[src/rtl/global_types.sv]
// ---------------------------------------------------------------------------
// global_types
// Types and constants shared between the execute stage and the iterative
// multiply/divide unit.
//   muldiv_op_t    : operation code carried on the muldiv_unit op port
//   muldiv_state_t : control states of the multiply/divide sequencer
//   MULDIV_CYCLES  : iterations per operation, one result bit per cycle
// ---------------------------------------------------------------------------
package global_types;

  localparam int MULDIV_CYCLES = 32;

  typedef enum logic [1:0] {
    MULTU = 2'b00,
    MULT  = 2'b01,
    DIVU  = 2'b10,
    DIV   = 2'b11
  } muldiv_op_t;

  typedef enum logic [1:0] {
    IDLE,
    RUN,
    FIN
  } muldiv_state_t;

endpackage

[src/rtl/d_en_reg.sv]
// ---------------------------------------------------------------------------
// d_en_reg
// Plain D register with load enable and asynchronous active-high clear.
// Used for the HI and LO special-purpose registers.
// Ports:
//   clock  : rising-edge clock
//   reset  : asynchronous active-high clear to zero
//   en_i   : load enable
//   d_i    : data loaded when en_i is high
//   q_o    : register contents
// ---------------------------------------------------------------------------
module d_en_reg #(
  parameter int WIDTH = 32
) (
  input  logic             clock,
  input  logic             reset,
  input  logic             en_i,
  input  logic [WIDTH-1:0] d_i,
  output logic [WIDTH-1:0] q_o
);

  // Hold the stored value unless the owner explicitly loads a new one.
  always_ff @(posedge clock or posedge reset) begin
    if (reset) begin
      q_o <= '0;
    end else if (en_i) begin
      q_o <= d_i;
    end
  end

endmodule

[src/rtl/muldiv_unit.sv]
// ---------------------------------------------------------------------------
// muldiv_unit
// Iterative multiply/divide unit that owns HI and LO. One result bit is
// produced per cycle; the sign fix-up and HI/LO write happen in a final
// cycle. The pipeline reads HI/LO directly and may write them (MTHI/MTLO)
// while the unit is idle.
// Ports:
//   clock, reset : clock, asynchronous active-high reset
//   start        : request pulse, only looked at while idle
//   op           : muldiv_op_t operation (MULTU, MULT, DIVU, DIV)
//   a, b         : multiplicand/dividend and multiplier/divisor
//   hi_we, lo_we : MTHI / MTLO write enables
//   wd           : MTHI / MTLO write data
//   busy         : high whenever an operation is in progress
//   done         : one-cycle pulse after HI/LO were written with a result
//   hi, lo       : HI and LO register contents
// ---------------------------------------------------------------------------
module muldiv_unit
  import global_types::*;
#(
  parameter int WIDTH = MULDIV_CYCLES
) (
  input  logic             clock,
  input  logic             reset,
  input  logic             start,
  input  logic [1:0]       op,
  input  logic [WIDTH-1:0] a,
  input  logic [WIDTH-1:0] b,
  input  logic             hi_we,
  input  logic             lo_we,
  input  logic [WIDTH-1:0] wd,
  output logic             busy,
  output logic             done,
  output logic [WIDTH-1:0] hi,
  output logic [WIDTH-1:0] lo
);

  localparam int CW = $clog2(WIDTH);

  muldiv_state_t      state_q, state_d;
  logic [CW-1:0]      cnt_q, cnt_d;
  logic               isDiv_q, isDiv_d;
  logic               resNeg_q, resNeg_d;
  logic               remNeg_q, remNeg_d;
  logic               divZero_q, divZero_d;
  logic [WIDTH-1:0]   opA_q, opA_d;
  logic [WIDTH-1:0]   opB_q, opB_d;
  logic [2*WIDTH-1:0] acc_q, acc_d;
  logic [WIDTH:0]     rem_q, rem_d;
  logic               done_q, done_d;

  muldiv_op_t       opIn;
  logic             reqDiv;
  logic             reqSigned;
  logic             aNeg;
  logic             bNeg;
  logic [WIDTH-1:0] aAbs;
  logic [WIDTH-1:0] bAbs;

  logic [WIDTH-1:0] mulAddend;
  logic [WIDTH:0]   mulSum;
  logic [WIDTH+1:0] divShift;
  logic [WIDTH+1:0] divDiff;
  logic             divGeq;

  logic [2*WIDTH-1:0] prodFix;
  logic [WIDTH-1:0]   quotFix;
  logic [WIDTH-1:0]   remFix;
  logic [WIDTH-1:0]   resHi;
  logic [WIDTH-1:0]   resLo;

  logic             mtOk;
  logic             hiEn;
  logic             loEn;
  logic [WIDTH-1:0] hiD;
  logic [WIDTH-1:0] loD;

  assign opIn = muldiv_op_t'(op);

  // Decode the incoming request. Signed ops work on magnitudes and remember
  // the operand signs so the result can be corrected in the final cycle.
  always_comb begin
    reqDiv    = (opIn == DIVU) || (opIn == DIV);
    reqSigned = (opIn == MULT) || (opIn == DIV);
    aNeg      = reqSigned & a[WIDTH-1];
    bNeg      = reqSigned & b[WIDTH-1];
    aAbs      = aNeg ? -a : a;
    bAbs      = bNeg ? -b : b;
  end

  // Multiply step: add the multiplicand into the upper half when the current
  // multiplier LSB is set, then shift the whole accumulator right by one.
  // Divide step: shift the next dividend bit into the remainder and subtract
  // the divisor if it fits; the borrow bit of the difference decides.
  // opA doubles as dividend shifter and quotient collector during a divide.
  always_comb begin
    mulAddend = opB_q[0] ? opA_q : '0;
    mulSum    = {1'b0, acc_q[2*WIDTH-1:WIDTH]} + {1'b0, mulAddend};
    divShift  = {rem_q, opA_q[WIDTH-1]};
    divDiff   = divShift - {2'b00, opB_q};
    divGeq    = ~divDiff[WIDTH+1];
  end

  // Final sign fix-up. Negation wraps, which is what makes the signed
  // overflow case (most negative / -1) come out as most negative, HI = 0.
  always_comb begin
    prodFix = resNeg_q ? -acc_q : acc_q;
    quotFix = resNeg_q ? -opA_q : opA_q;
    remFix  = remNeg_q ? -rem_q[WIDTH-1:0] : rem_q[WIDTH-1:0];
    if (divZero_q) begin
      resHi = '0;
      resLo = '0;
    end else if (isDiv_q) begin
      resHi = remFix;
      resLo = quotFix;
    end else begin
      resHi = prodFix[2*WIDTH-1:WIDTH];
      resLo = prodFix[WIDTH-1:0];
    end
  end

  // Sequencer and datapath next-state. A divide by zero skips the iterations
  // entirely; everything else runs exactly WIDTH steps before FIN.
  always_comb begin
    state_d   = state_q;
    cnt_d     = cnt_q;
    isDiv_d   = isDiv_q;
    resNeg_d  = resNeg_q;
    remNeg_d  = remNeg_q;
    divZero_d = divZero_q;
    opA_d     = opA_q;
    opB_d     = opB_q;
    acc_d     = acc_q;
    rem_d     = rem_q;
    done_d    = 1'b0;
    case (state_q)
      IDLE: begin
        if (start) begin
          isDiv_d   = reqDiv;
          resNeg_d  = aNeg ^ bNeg;
          remNeg_d  = aNeg;
          divZero_d = reqDiv && (b == '0);
          opA_d     = aAbs;
          opB_d     = bAbs;
          acc_d     = '0;
          rem_d     = '0;
          cnt_d     = '0;
          state_d   = (reqDiv && (b == '0)) ? FIN : RUN;
        end
      end
      RUN: begin
        if (isDiv_q) begin
          opA_d = {opA_q[WIDTH-2:0], divGeq};
          rem_d = divGeq ? divDiff[WIDTH:0] : divShift[WIDTH:0];
        end else begin
          acc_d = {mulSum, acc_q[WIDTH-1:1]};
          opB_d = opB_q >> 1;
        end
        if (cnt_q == CW'(WIDTH - 1)) begin
          state_d = FIN;
        end else begin
          cnt_d = cnt_q + CW'(1);
        end
      end
      FIN: begin
        state_d = IDLE;
        done_d  = 1'b1;
      end
      default: begin
        state_d = IDLE;
      end
    endcase
  end

  // All sequencer and datapath state; reset aborts any operation in flight.
  always_ff @(posedge clock or posedge reset) begin
    if (reset) begin
      state_q   <= IDLE;
      cnt_q     <= '0;
      isDiv_q   <= 1'b0;
      resNeg_q  <= 1'b0;
      remNeg_q  <= 1'b0;
      divZero_q <= 1'b0;
      opA_q     <= '0;
      opB_q     <= '0;
      acc_q     <= '0;
      rem_q     <= '0;
      done_q    <= 1'b0;
    end else begin
      state_q   <= state_d;
      cnt_q     <= cnt_d;
      isDiv_q   <= isDiv_d;
      resNeg_q  <= resNeg_d;
      remNeg_q  <= remNeg_d;
      divZero_q <= divZero_d;
      opA_q     <= opA_d;
      opB_q     <= opB_d;
      acc_q     <= acc_d;
      rem_q     <= rem_d;
      done_q    <= done_d;
    end
  end

  // HI/LO load control. MT writes only land when idle and no start is being
  // accepted in the same cycle; a result write in FIN always wins.
  always_comb begin
    mtOk = (state_q == IDLE) && !start;
    hiEn = (state_q == FIN) || (mtOk && hi_we);
    loEn = (state_q == FIN) || (mtOk && lo_we);
    hiD  = (state_q == FIN) ? resHi : wd;
    loD  = (state_q == FIN) ? resLo : wd;
  end

  d_en_reg #(.WIDTH(WIDTH)) u_hiReg (
    .clock (clock),
    .reset (reset),
    .en_i  (hiEn),
    .d_i   (hiD),
    .q_o   (hi)
  );

  d_en_reg #(.WIDTH(WIDTH)) u_loReg (
    .clock (clock),
    .reset (reset),
    .en_i  (loEn),
    .d_i   (loD),
    .q_o   (lo)
  );

  assign busy = (state_q != IDLE);
  assign done = done_q;

endmodule

[config.mk]
export PLATFORM = sky130hd
export DESIGN_NAME = muldiv_unit
export DESIGN_NICKNAME = d
export VERILOG_FILES = /design/src/rtl/global_types.sv /design/src/rtl/d_en_reg.sv /design/src/rtl/muldiv_unit.sv
export SDC_FILE = /design/constraint.sdc
export NUM_CORES = 1
export LEC_CHECK = 0
export ABC_CLOCK_PERIOD_IN_PS = 7500
export CELL_PAD_IN_SITES_DETAIL_PLACEMENT = 2
export CELL_PAD_IN_SITES_GLOBAL_PLACEMENT = 2
export CORE_MARGIN = 4
export CORE_UTILIZATION = 36
export CTS_CLUSTER_SIZE = 16
export DETAILED_ROUTE_END_ITERATION = 16
export PLACE_DENSITY_LB_ADDON = 0.1
export SLEW_MARGIN = 20
export SYNTH_ARGS = -nofsm -noshare
export SYNTH_HDL_FRONTEND = slang
export SYNTH_HIERARCHICAL = 1
export SYNTH_SLANG_ARGS = --single-unit
[constraint.sdc]
create_clock -name clock -period 7.5 [get_ports clock]
set_input_delay 0.75 -clock clock [delete_from_list [all_inputs] [get_ports clock]]
set_output_delay 0.75 -clock clock [all_outputs]
set_load 0.02 [all_outputs]
Word-level counts from Yosys, hierarchy flattened. Cells that the tools add are included. W data, S select, Z words.

$add $sub $neg: 8. Multiply operators: 0. Divide/modulo/power cells: 0. Order comparisons: 0. Eq/ne operators: 11. Shift-type cells: 0. Mux-type cells: 33. Bitwise operators: 4. Reductions and logical operators: 18.

Operators with widths (count): $mux W32 (15); $mux W64 (3); $neg A32 Y32 (4); $pmux W32 S2 (2); $pmux W64 S2 (1); $mux W33 (3); $pmux W33 S2 (1); $neg A64 Y64 (1); $sub A34 B32 Y34 (1); $add A32 B32 Y33 (1); $logic_not A32 Y1 (1); $mux W5 (2); $ne A2 B2 Y1 const B (5); $pmux W5 S2 (1); $reduce_and A3 Y1 (3); $eq A2 B2 Y1 const B (3); $mux W2 (3); $add A5 B1 Y5 const B (1); $eq A5 B5 Y1 const B (1); $eq A2 B1 Y1 const B (2); $logic_and A1 B1 Y1 (4); $logic_or A1 B1 Y1 (4); $pmux W2 S2 (1); $reduce_and A2 Y1 (2); 7 further kinds (9).

Bits in registers: 237. Latch bits: 0. Memory bits (writable): 0. Bits in read-only memories: 0. Input port bits: 103. Output and inout port bits: 66. Word-level logic and storage cells: 87. Memories kept: 0.

Logic depth before layout (Yosys ltp).
Depth after elaboration: 6. Mapped depth: 14. Gate-level depth less buffers: 13.

Modules after synthesis. Netlist, hierarchy kept.

By module, submodules not included: muldiv_unit (times used 1, cells an instance 2030, area each 15647.5 um2, sequential area each 4329.2 um2); d_en_reg (times used 2, cells an instance 69, area each 1348.8 um2, sequential area each 800.8 um2).

Least setup slack after synthesis. Ideal clock, no wire load.

Kind: register -> register. Start point: register acc_q[10]. End point: register u_hiReg.q_o[22]. Library setup time: 125 ps. Arrival time: 3411 ps. Required time: 7375 ps. Slack: 3963 ps. Stages on the path, launching flop included: 10. Buffers on the path: 0. Clock period less this slack: 3537 ps. Cell sequence: dfrtp_1 > or4_4 > or3_4 > or4_4 > or4_4 > or2_1 > o31ai_2 > xor2_1 > o221ai_1 > mux2_4.

Word-level cells in the longest chain between the ends: 5.

RTL lines: start, declared (line muldiv_unit.sv:48) `logic [2*WIDTH-1:0] acc_q, acc_d;`; start signal, assigned (line muldiv_unit.sv:186) `acc_q <= '0;`; start signal, assigned (line muldiv_unit.sv:198) `acc_q <= acc_d;`; $neg A64 Y64 (line muldiv_unit.sv:107) `prodFix = resNeg_q ? -acc_q : acc_q;`; $mux W64 (line muldiv_unit.sv:107); $mux W32 (line muldiv_unit.sv:113) `end else if (isDiv_q) begin`; $mux W32 (line muldiv_unit.sv:110) `if (divZero_q) begin`; $mux W32 (line muldiv_unit.sv:210) `hiD = (state_q == FIN) ? resHi : wd;`; named net hiD[22] (line muldiv_unit.sv:75) `logic [WIDTH-1:0] hiD;`; end signal, assigned (line d_en_reg.sv:27) `q_o <= d_i;`; end, declared (line d_en_reg.sv:19) `output logic [WIDTH-1:0] q_o`.

The timed path passes the listed nets, and every way through them passes these cells. A chain may end at the register's enable or synchronous reset.

Worst setup path after layout.
Start point: register opB_q[0]. End point: register acc_q[63].

Word-level cells in the longest chain between the ends: 4.

RTL lines: start, declared (line muldiv_unit.sv:47) `logic [WIDTH-1:0] opB_q, opB_d;`; start signal, assigned (line muldiv_unit.sv:197) `opB_q <= opB_d;`; $mux W32 (line muldiv_unit.sv:97) `mulAddend = opB_q[0] ? opA_q : '0;`; $add A32 B32 Y33 (line muldiv_unit.sv:98) `mulSum = {1'b0, acc_q[2*WIDTH-1:WIDTH]} + {1'b0, mulAddend};`; $mux W64 (line muldiv_unit.sv:152) `if (isDiv_q) begin`; $pmux W64 S2 (line muldiv_unit.sv:136) `case (state_q)`.

Every way passes these cells. The select of a mux whose other input is x is not followed.

==> metrics.txt <==
Setup crit start kind=register; final period utilization=52.8%; Fin. Hold Viols=0; R2R Path End=acc_q[63]; top-count cell post-synth=nand2_1; Placed Instances=2906; outcome=finished clean; Static Leak=roughly 9 nW; proportion of layout cells with a drive suffix above 1=~8%; crit end category=register; Power Density=528 nW/µm²; fraction of registers with async set/reset=100%; synth top area cells=dfrtp_1, xor2_1, o21ai_0; Mapped Cells=2168; hold_ws=502 ps; Max stage delay on crit path=480 ps; maximum number of pins on one net before global-route repair=96; clock buffer depth=3; Slowest-stage cell, CP=a31oi_1; Gate power share=60.7%; achievable clock frequency=252 MHz; Tmin final=3960 ps; cell taking the most area after synthesis=dfrtp_1; Final HPWL DP=57400 µm; setup bufs post-CTS=0; worst-margin pin slew=1060 ps; area delta synth->final=18.3%; Placeable Area=50300 µm²; first-pass GRT wire length=116000 µm; worst hold path startpoint=resNeg_q; sequential share of power=24.3%; unrepaired setup endpoints after global routing=false; final layout net count=2448; reg-to-reg startpoint=opB_q[0]; starting density of the core=between 30% and 40%; vias=17400; Hold WC Path Type=register to register; CTS tree=built; Crit Path Max Fanout=34; Synth top cells by count=nand2_1, dfrtp_1, o21ai_0; hold buffers post-CTS=0; die area=54600 µm²; internal power=5.66 mW; Routed WL=76000 µm; area of the mapped netlist=approximately 18000 µm²; hold path endpoint=resNeg_q; Sw Pwr=about 5.8 mW; H-tree depth=2; Fin Clk Skew=13.5 ps; height of the chip=234 µm; Worst Path Required=7950 ps; reg2reg path depth=14; Cell Chain, Critical Path=buf_4, and2_1, ha_1, inv_1, fa_1, nand2b_1, a21o_1, a21o_1, a31oi_1, and4_1, nor3_1, o31ai_1, a2111oi_0, nor3_1; Setup-failing EPs final=0; Post-DRT Antenna Nets=0; Core Rows=82; CTS clk-pin slew, worst paths=60 ps; vias per cell=5.85; Mapped Nets=between 2000 and 2500; Post-synth EDFFs=0; Clock power frac=between 10% and 20%; die extent in x=234 µm; share of the synthesized area in the top cell type=32.3%; Avg Cell Area, Syn=8.46 µm²; number of remaining DRC errors=0; DRT iter0 DRCs=approximately 1000; Num CTS Buffers=34; Seq/Total Area, Yosys=roughly 32%; max_slew headroom=29.1%; max-slew violations=0; Unique masters post-synth=72; initial antenna violation count=6; max cap viols=0; setup TNS=0 ps; Worst Path Arrival=4410 ps; setup ws final=3540 ps; vias in the first global route=18500; gr usage total=27.3%; critical path type=register to register; DR WL/cell=between 20 and 30 µm; dominant synthesized flop cell=dfrtp_1; total power=~11 mW; r2r setup slk=3540 ps; clock sink total=~240; TritonRoute pass-1 iters=5; Non-Filler Instances=2968; post-CTS sizing=0; Clock Latency Late Sink=540 ps; warning count from the yosys run=6; # IOs=169; switching part of the total power=50.6%; Synth Register Bits=237; clk root buf=clkbuf_16; Hold Path Depth=2; Worst VDD drop=0.280 mV; post-place setup slack=3470 ps; I/O Buffers=168; Remaining Overflow, GRT=0; GPL Wtd Cong=0.896
area by class of cell:
cell class / instances / area, µm²
multi-input cells: 1736 / 11600
clock inverters: 14 / 185
diodes: 1 / 2.50
well taps: 672 / 841
clock buffers: 46 / 987
fillers: 5614 / 28600
inverters: 71 / 272
flip-flops and latches: 237 / 5930
repair buffers: 191 / 1870
logic make-up after synthesis:
family	Yosys count	synth area share (%)
simple gates	673	17.2
compound gates	663	22.7
flops	237	32.3
buf+inv	195	4.62
fa+ha+maj	74	5.13
mux	103	7.37
xor+xnor	223	10.6
through the flow:
step	area, µm²	utilization [%]
after global routing	21700	43.2
after floorplan	18300	-
after detailed placement	20500	40.8
after CTS	21700	43.1
final	21700	43.2
after global placement	20500	40.8
critical path: cells and delay by family, from the launching register on:
kind / cells / cell delay, ps
fa+ha+maj: 2 / 550
flops: 1 / 320
compound gates: 5 / 1470
simple gates: 5 / 1110
buf+inv: 2 / 380
metal layers:
layer	GRT usage (%)	share of wire, %	vias to the layer above
met3	3.50	4.4	87
met4	7.07	2.7	2
met2	45.5	47	376
met1	37.7	46	8906
li1	-	-	7989
met5	0	0.017	-
placed cells by master (no fill, tap or decap), types with 10 or more instances in the layout:
master / n
a21o_1: 24
a21oi_1: 169
a22o_1: 40
a31oi_1: 16
and2_1: 37
and3_1: 10
buf_4: 22
clkbuf_16: 35
clkdlybuf4s50_1: 168
dfrtp_1: 235
ha_1: 72
inv_1: 70
mux2_4: 60
mux2i_1: 36
nand2_1: 291
nand2b_1: 19
nand3_1: 29
nand4_1: 11
nor2_1: 129
nor3_1: 36
nor4_1: 19
o211ai_1: 14
o21ai_0: 227
o221ai_1: 31
o31ai_1: 43
o41ai_1: 26
or2_2: 12
or3_1: 26
or4_1: 18
xnor2_1: 83
xor2_1: 140
how the worst max path moves through the flow:
stage,endpoint,cells past startpoint,startpoint
after global placement,state_q[1],10,b[10]
after global routing,acc_q[63],14,opB_q[0]
final,acc_q[63],14,opB_q[0]
after floorplan,acc_q[0],1,reset
after detailed placement,state_q[1],10,b[2]
after CTS,acc_q[63],14,opB_q[0]
flip-flops by register name (all words and copies together), names as in the netlist:
name and count:
acc_q 64, cnt_q 5, divZero_q 1, done 1, isDiv_q 1, opA_q 32
opB_q 32, remNeg_q 1, rem_q 33, resNeg_q 1, state_q 2, u_hiReg/q_o 32
u_loReg/q_o 32
power by group through the flow:
stage	clock, mW	combinational [mW]	sequential (mW)
after CTS	1.76	6.95	2.76
after global routing	1.81	7.60	2.85
after detailed placement	0	6.88	2.77
after global placement	0	6.61	2.73
after floorplan	0	4.59	2.53
final	1.72	6.95	2.78
Power figures use the tool's default switching activity.
